==> config.mk <==
export PLATFORM = sky130hd
export DESIGN_NAME = fetch_unit
export DESIGN_NICKNAME = d
export VERILOG_FILES = /design/src/rtl/fetch_unit_pkg.sv /design/src/rtl/fetch_unit_inst.sv /design/src/rtl/fetch_unit.sv
export SDC_FILE = /design/constraint.sdc
export NUM_CORES = 1
export LEC_CHECK = 0
export CAP_MARGIN = 30
export CORE_UTILIZATION = 55
export CTS_BUF_LIST = sky130_fd_sc_hd__clkbuf_8
export DETAILED_ROUTE_END_ITERATION = 10
export PLACE_DENSITY = 0.83
export SETUP_SLACK_MARGIN = 0.02
export SYNTH_ARGS = -nofsm -noshare
export SYNTH_HDL_FRONTEND = slang
export SYNTH_HIERARCHICAL = 1
export SYNTH_SLANG_ARGS = --single-unit
==> constraint.sdc <==
create_clock -name CLK -period 4.2 [get_ports CLK]
set_clock_uncertainty 0.15 [all_clocks]
set_input_delay 0.63 -clock CLK [delete_from_list [all_inputs] [get_ports CLK]]
set_output_delay 0.63 -clock CLK [all_outputs]
set_load 0.01 [all_outputs]
==> src/rtl/fetch_unit_pkg.sv <==
// Shared fetch-stage definitions.
// Reset PC default, PC step, FSM states.
package fetch_unit_pkg;

    localparam logic [31:0] RESET_PC_DEF = 32'h0000_0000;
    localparam logic [31:0] PC_STEP      = 32'd4;

    typedef enum logic [1:0] {
        S_BOOT  = 2'd0,
        S_RUN   = 2'd1,
        S_DRAIN = 2'd2
    } fetch_state_e;

    function automatic logic [31:0] word_align(input logic [31:0] a);
        return a & ~32'h3;
    endfunction

endpackage

==> src/rtl/fetch_unit_inst.sv <==
// Shift-register instruction FIFO; entry 0 is the registered head.
// Push, pop, synchronous flush and occupancy count.
module inst_fifo #(
    parameter int DEPTH = 2,
    parameter int CW    = $clog2(DEPTH) + 1
) (
    input  logic          i_clk,
    input  logic          i_rst_n,
    input  logic          i_push,
    input  logic [63:0]   i_data,
    input  logic          i_pop,
    input  logic          i_flush,
    output logic [CW-1:0] o_count,
    output logic [63:0]   o_head,
    output logic          o_valid
);

    logic [CW-1:0] r_count;
    logic [CW-1:0] w_wr_idx;
    logic [63:0]   w_ent [DEPTH];

    // A pop shifts everything down, so the write slot moves with it.
    assign w_wr_idx = r_count - CW'(i_pop);

    for (genvar g = 0; g < DEPTH; g++) begin : g_ent
        logic [63:0] r_ent;
        logic [63:0] w_up;

        if (g == DEPTH - 1) begin : g_last
            assign w_up = r_ent;
        end else begin : g_mid
            assign w_up = w_ent[g+1];
        end

        assign w_ent[g] = r_ent;

        always_ff @(posedge i_clk or negedge i_rst_n) begin
            if (!i_rst_n) begin
                r_ent <= '0;
            end else if (i_push && (w_wr_idx == CW'(g))) begin
                r_ent <= i_data;
            end else if (i_pop) begin
                r_ent <= w_up;
            end
        end
    end

    always_ff @(posedge i_clk or negedge i_rst_n) begin
        if (!i_rst_n) begin
            r_count <= '0;
        end else if (i_flush) begin
            r_count <= '0;
        end else begin
            r_count <= r_count + CW'(i_push) - CW'(i_pop);
        end
    end

    assign o_count = r_count;
    assign o_head  = w_ent[0];
    assign o_valid = (r_count != '0);

endmodule

==> src/rtl/fetch_unit.sv <==
// Instruction fetch stage: PC, IMEM request/response tracking,
// redirect/drain handling and the decoder-facing instruction FIFO.
module fetch_unit
    import fetch_unit_pkg::*;
#(
    parameter logic [31:0] RESET_PC = RESET_PC_DEF,
    parameter int          DEPTH    = 2
) (
    input  logic        CLK,
    input  logic        RST_N,
    output logic        IMEM_REQ,
    output logic [31:0] IMEM_ADDR,
    input  logic        IMEM_GNT,
    input  logic        IMEM_RVALID,
    input  logic [31:0] IMEM_RDATA,
    input  logic        BR_TAKEN,
    input  logic [31:0] BR_TARGET,
    output logic [31:0] INST,
    output logic [31:0] INST_PC,
    output logic        INST_VALID,
    input  logic        INST_READY
);

    localparam int CW = $clog2(DEPTH) + 1;

    fetch_state_e r_state;
    fetch_state_e w_state_nxt;

    logic [31:0]   r_fpc;
    logic [31:0]   r_rpc;
    logic [CW-1:0] r_outst;
    logic [CW-1:0] r_discard;
    logic [CW-1:0] w_discard_nxt;
    logic [CW-1:0] w_outst_nxt;
    logic [CW-1:0] w_count;
    logic [CW:0]   w_sum;
    logic [31:0]   w_target;
    logic [63:0]   w_head;
    logic          w_credit;
    logic          w_grant;
    logic          w_redirect;
    logic          w_push;
    logic          w_pop;
    logic          w_fifo_valid;

    assign w_target   = word_align(BR_TARGET);
    assign w_sum      = {1'b0, r_outst} + {1'b0, w_count};
    assign w_credit   = (w_sum < (CW+1)'(DEPTH));
    assign IMEM_REQ   = (r_state == S_RUN) && w_credit;
    assign IMEM_ADDR  = r_fpc;
    assign w_grant    = IMEM_REQ && IMEM_GNT;
    assign w_redirect = BR_TAKEN && (r_state != S_BOOT);
    assign w_push     = IMEM_RVALID && (r_state == S_RUN) && !BR_TAKEN;
    assign w_pop      = w_fifo_valid && INST_READY;

    // Requests still owed a response after this cycle; on a redirect
    // every one of them must be thrown away.
    assign w_outst_nxt = r_outst + CW'(w_grant) - CW'(IMEM_RVALID);

    always_comb begin
        w_state_nxt   = r_state;
        w_discard_nxt = r_discard;
        unique case (r_state)
            S_BOOT: begin
                w_state_nxt = S_RUN;
            end
            S_RUN, S_DRAIN: begin
                if (BR_TAKEN) begin
                    w_discard_nxt = w_outst_nxt;
                    w_state_nxt   = (w_outst_nxt != '0) ? S_DRAIN : S_RUN;
                end else if ((r_state == S_DRAIN) && IMEM_RVALID
                             && (r_discard != '0)) begin
                    w_discard_nxt = r_discard - CW'(1);
                    if (r_discard == CW'(1)) begin
                        w_state_nxt = S_RUN;
                    end
                end
            end
            default: begin
                w_state_nxt = S_BOOT;
            end
        endcase
    end

    always_ff @(posedge CLK or negedge RST_N) begin
        if (!RST_N) begin
            r_state   <= S_BOOT;
            r_discard <= '0;
            r_outst   <= '0;
        end else begin
            r_state   <= w_state_nxt;
            r_discard <= w_discard_nxt;
            r_outst   <= w_outst_nxt;
        end
    end

    // r_rpc is the PC owed to the next response that will be kept.
    always_ff @(posedge CLK or negedge RST_N) begin
        if (!RST_N) begin
            r_fpc <= RESET_PC;
            r_rpc <= RESET_PC;
        end else begin
            if (w_redirect) begin
                r_fpc <= w_target;
            end else if (w_grant) begin
                r_fpc <= r_fpc + PC_STEP;
            end
            if (w_redirect) begin
                r_rpc <= w_target;
            end else if (w_push) begin
                r_rpc <= r_rpc + PC_STEP;
            end
        end
    end

    inst_fifo #(
        .DEPTH (DEPTH),
        .CW    (CW)
    ) u_fifo (
        .i_clk   (CLK),
        .i_rst_n (RST_N),
        .i_push  (w_push),
        .i_data  ({r_rpc, IMEM_RDATA}),
        .i_pop   (w_pop),
        .i_flush (w_redirect),
        .o_count (w_count),
        .o_head  (w_head),
        .o_valid (w_fifo_valid)
    );

    assign INST_PC    = w_head[63:32];
    assign INST       = w_head[31:0];
    assign INST_VALID = w_fifo_valid;

endmodule

==> results.yml, run 1 <==
logic_synthesis:
  netlist_top_cells_area: "dfrtp_1 (51%), mux2_2 (15%), mux2_4 (9.3%)"
  ys_warn_count: 6
  syn_inst: 760
  synth_most_common_cell: "dfrtp_1"
  synthAdderAreaFrac_pct: 1.89
  synth_xor_area_share_pct: 5.35
  yosys.area.top_type: "dfrtp_1"
  synth_top_family_by_area: "multiplexers"
  synth_simple_gate_area_share_pct: 9.55
  synth.distinct_cells: 44
  synth_ff_type: "dfrtp_1"
  synthMuxAreaShare_pct: 24.8
  yosysTopAreaCellShare_pct: 50.8
  ys_seq_elements: 196
  synth.avg_cell_area_um2: 12.7
  synth_compound_area_share_pct: 3.95
  synth_edf_count: 0
  async_flop_share_pct: 100
  syn_area_um2: 9660
  synth_common_cells: "dfrtp_1 (196), mux2_2 (132), mux2_4 (60), a21oi_1 (58), nor2_1 (47)"
  synth-seq-area-share_pct: 50.8
timing:
  period_minus_slack_ps: 3290
  rsz0062_at_grt: "no"
  whs_ps: 104
  fmax_mhz: 304
  setup_viol: 0
  report.final.slew_viol_count: 0
  hold_viol: 0
  max_slew_margin_pct: 40.0
  worst_pin_slew_ps: 901
  finalCritPeriodShare_pct: 78.3
  tns_ps: 0
clock_network:
  cts_resized: 0
  clkSlewWorstSetupHoldPaths_ps: 90
  clock_latency_ps: 460
  post_cts_buffers: 0
  htree_levels: 4
  clock_path_buffers: 2
  clock-sinks: 196
  cts_hold_buf: 0
  cts_root_buf: "clkbuf_8"
  cts_tree: "yes"
  cts_buffers: 17
worst_setup_path:
  cpPeakStageDelay_ps: 530
  crit_path_top_delay_cell: "and4bb_2"
  worstPathMaxFanout: 14
  crit_required_ps: 4430
  setup.worst_path.end_class: "register"
  worst-path-buf-inv: 2
  worstSetupStartpointType: "register"
  worst-path-stages: 12
  crit_type: "register to register"
  worstRegToRegCells: 12
  arrival_ps: 3510
  crit_family: "adder cells"
  path_cells: "and2_1 -> fa_1 -> and4bb_2 -> inv_1 -> ha_1 -> inv_1 -> ha_1 -> xnor2_1 -> xnor2_1 -> o21ai_0 -> a21oi_1 -> o31ai_1"
global_route:
  grt_antenna_before_repair: 0
  grt_max_degree: 103
  grt_util_all_layers_pct: 23.2
  first_global_vias: 6449
  grt_pass1_wl_mm: 32.7
  grt-ovfl-total: 0
drt:
  vias: 6415
  viasPerCell: 5.56
  route.detailed.drc: 0
  wirelength_mm: 20.2
  avgRoutedWirePerCell_um: 17.5
  dr.pass1.iters: 6
  first_iter_violations: 369
  ant_nets: 0
finish:
  final_cells: 1154
  postLayoutCellArea_um2: 11900
  syn_to_final_growth_pct: 23.2
  nets: 1000
  drive_above_1_share_pct: 26.3
  n_antenna_cell: 0
place:
  io_buffers: 163
  gp_congestion: 0.838
  hpwlAfterDp_mm: 13.7
  dp_cells: 1122
  postPlaceCellArea_um2: 11400
floorplan:
  row_count: 48
  core_um2: 17200
  fp.dieW_um: 134
  io_pins: 168
  dieHeight_um: 134
  dieArea_um2: 18100
  start_util_pct: 56.0
power_and_ir_drop:
  power_uw: 9060
  p_leak_uw: 0.00493
  ir_drop_uv: 392
  p_per_area_nw_per_um2: 762
run:
  cap_violations: 0
min_path:
  hold_path.class: "input port to async pin"
outcome:
  status: "complete, no violations"
==> routing by layer <==
metal | track usage [%] | part of all wire (%)
met1 | 33.1 | 48
met2 | 36.4 | 46
met3 | 3.83 | 4.4
met4 | 7.24 | 1.3
met5 | 0 | 0
==> cells in the final DEF, fill, tap and decap left out, types with 2 or more instances in the layout <==
cell               n
nor4_1            17
conb_1             6
bufinv_16          5
nand3_2            2
xor2_1            15
or4_1              2
or3_1              2
clkbuf_8          21
inv_1             14
nand2b_1           4
ha_1              13
mux2_4            60
clkdlybuf4s50_1  162
a31oi_1            4
inv_6              2
buf_4              4
and4_1             5
nand3_1           19
nor3_1            10
buf_12             3
mux2_2           132
and3_1             6
clkinv_2           2
nand2_1           24
o31ai_1            3
and2_1             5
nor2_1            47
xnor2_1           44
dfrtp_1          196
nor4_2             2
a21oi_1           58
nand4_1           18
o21ai_0            4
clkinv_4           2
==> area by class of cell <==
| class | instances | area, um2 |
|---|---|---|
| sequential | 196 | 4900 |
| clock inverter | 12 | 199 |
| inverter | 14 | 52.6 |
| fill | 1264 | 5340 |
| timing repair buffer | 171 | 1750 |
| tap | 225 | 282 |
| clock buffer | 20 | 275 |
| multi-input combinational | 516 | 4430 |
==> kinds of logic (layout without fill, tap and decap cells) <==
kind of cell | count (synthesis) | in the layout
AO/OA/AOI/OAI | 72 | 72
XOR/XNOR | 59 | 59
adder cells (fa/ha/maj) | 14 | 14
buffers and inverters | 53 | 217
flip-flops | 196 | 196
multiplexers | 193 | 193
other | 1 | 6
AND/OR/NAND/NOR | 172 | 172
==> path summary, 6_finish.rpt <==
kind / from / slack (ps) / endpoint
worst max-delay path: u_fifo/o_count[0] / 910 / r_state[0]
worst min-delay path: RST_N / 100 / u_fifo/o_head[28]
worst max register to register: u_fifo/o_count[0] / 910 / r_state[0]
worst min register to register: u_fifo/g_ent[0].w_up[51] / 360 / u_fifo/g_ent[0].w_up[51]
max in group asynchronous: RST_N / 2800 / u_fifo/o_head[5]
min in group CLK: u_fifo/g_ent[0].w_up[51] / 360 / u_fifo/g_ent[0].w_up[51]
==> metrics by stage <==
stage	setup slack (ps)	util, %
2_1_floorplan	1110	-
3_3_place_gp	993	66.1
3_5_place_dp	905	66.3
4_1_cts	882	69.0
5_1_grt	763	69.0
6_report	912	69.0
==> state kept, by name (all words and copies together) (netlist names) <==
register	cells
u_fifo/o_count	2
r_discard	2
u_fifo/o_head	64
r_outst	2
r_state	2
r_rpc	30
IMEM_ADDR	30
u_fifo/g_ent.w_up	64
==> where the power goes <==
part	switching, uW	internal [uW]	total (uW)
Clock	656	759	1410
Combinational	1560	2480	4040
Sequential	790	2820	3610
(Power assumes the default switching activity.)
==> run 2, diff against run 1 <==
- CORE_UTILIZATION: 55 -> 50
- PLACE_DENSITY: 0.83 -> 0.79
- clock period: 4.2 -> 3 ns (I/O delays scaled with it)
==> results.yml, run 2 (synthesis results as in run 1) <==
clock_network:
  htree_levels: 4
  cts_buffers: 17
  clkSlewWorstSetupHoldPaths_ps: 100
  cts_root_buf: "clkbuf_8"
  clock_latency_ps: 470
  cts_tree: "yes"
  clock-sinks: 196
  clock_path_buffers: 2
drt:
  ant_nets: 0
  avgRoutedWirePerCell_um: 17.1
  dr.pass1.iters: 5
  first_iter_violations: 348
  viasPerCell: 5.40
  vias: 6507
  route.detailed.drc: 0
  wirelength_mm: 20.6
finish:
  nets: 1015
  final_common_cell: "dfrtp_1"
  syn_to_final_growth_pct: 25.6
  seq_area_um2: 4900
  layout_common_cells: "dfrtp_1 (196), clkdlybuf4s50_1 (161), mux2_2 (132)"
  n_antenna_cell: 0
  drive_above_1_share_pct: 28.4
  multi_input_area_um2: 4490
  fill_cells: 1442
timing:
  max_slew_margin_pct: 44.6
  rsz0062_at_grt: "yes"
  whs_ps: 358
  finalCritPeriodShare_pct: 98.0
  hold_viol: 0
  worst_pin_slew_ps: 830
  setup_viol: 0
  fmax_mhz: 340
  report.final.slew_viol_count: 0
  period_minus_slack_ps: 2940
power_and_ir_drop:
  p_int_uw: 8490
  p_clk_share_pct: 14.9
  p_per_area_nw_per_um2: 1060
  p_leak_uw: 0.00502
  seq_power_share_pct: 39.4
  switchingPower_uw: 4310
  pwr-share-comb_pct: 45.8
  power_uw: 12800
  sw_frac_of_total_pct: 33.7
  ir_drop_uv: 537
global_route:
  grt_pass1_wl_mm: 33.8
  grt_util_all_layers_pct: 21.8
  grt-ovfl-total: 0
  first_global_vias: 6371
  grt_antenna_before_repair: 0
  grt_max_degree: 67
worst_setup_path:
  setup.worst_path.end_class: "register"
  arrival_ps: 3170
  crit_required_ps: 3230
  worstSetupStartpointType: "register"
  crit_type: "register to register"
  worstPathMaxFanout: 3
outcome:
  status: "complete, no violations"
place:
  hpwlAfterDp_mm: 14.4
  io_buffers: 163
  gp_congestion: 0.855
floorplan:
  io_pins: 168
  fp.dieW_um: 141
  start_util_pct: 51.3
  row_count: 50
  dieArea_um2: 19900
  dieHeight_um: 141
  core_um2: 18800
run:
  cap_violations: 0
min_path:
  hold_path.class: "register to register"
## run 2: cell types whose count changed in the layout (fill, tap and decap cells not counted), moves of 2 or more
cell / delta
buf_4: +11
buf_12: +4
inv_1: -3
inv_6: +3
clkbuf_8: -2
clkinvlp_4: +2
ha_1: -2
ha_4: +2
inv_2: +2
xnor2_1: -2
## run 2: critical path, cell delays in order (launching register included)
cell and delay [ps]:
dfrtp_1 400, and2_4 170, fa_1 500, and4bb_2 350
inv_2 60, ha_4 250, inv_2 40, ha_4 160
xnor2_4 140, xnor2_2 170, o21ai_2 160, a21oi_1 80
o31ai_1 220
## run 2: path summary, 6_finish.rpt
kind	from	to	slack, ps	cells past startpoint
min in group asynchronous	RST_N	u_fifo/g_ent[0].w_up[23]	380	2
worst max register to register	u_fifo/o_count[0]	r_state[0]	60	12
worst max-delay path	u_fifo/o_count[0]	r_state[0]	60	12
worst min register to register	u_fifo/g_ent[0].w_up[41]	u_fifo/g_ent[0].w_up[41]	360	1
max in group asynchronous	RST_N	u_fifo/o_head[59]	1610	3
worst min-delay path	u_fifo/g_ent[0].w_up[41]	u_fifo/g_ent[0].w_up[41]	360	1
## run 2: cell type report
cell class / count / area share (%)
sequential: 196 / 40.5
multi-input combinational: 516 / 37.1
timing repair buffer: 186 / 15.7
tap: 260 / 2.68
clock buffer: 18 / 2.04
clock inverter: 14 / 1.63
inverter: 14 / 0.433
## run 2: repair_timing
item,4_1_cts,5_1_grt
hold buffers,1,0
buffers inserted,0,2
gates resized for setup,0,13
endpoints found under the hold margin,62,0
setup endpoints to repair,0,3
## run 2: power groups by stage
stage                     combinational, uW  sequential, uW  clock (uW)
after floorplan                        3430            5080           0
after global placement                 5560            5020           0
after detailed placement               5710            5080           0
after CTS                              5760            5030        1960
after global routing                   6320            5240        2060
final                                  5860            5040        1900
## run 2: metrics by stage
step                      utilization (%)  setup TNS, ps  setup WS, ps  cell area, um2  instances
final                                64.4              0          61.4           12100       1204
after global routing                 64.4           -105         -93.4           12100       1204
after global placement               61.5              0           141           11600       1169
after CTS                            64.0              0          55.4           12000       1202
after detailed placement             61.5              0          94.3           11600       1169
after floorplan                         -              0          28.0            9680        765
## run 2: routing by layer
layer	track usage (%)	vias up	share of wire, %
met1	31.8	3215	48
li1	-	3025	-
met5	0	-	0
met4	6.75	0	1.6
met2	33.3	241	45
met3	3.87	26	5.5
==> run 3, diff against run 2 <==
- CAP_MARGIN: 30 -> 40
==> results of run 3 <==
The final DEF is identical to that of run 2; final timing and power are the same.
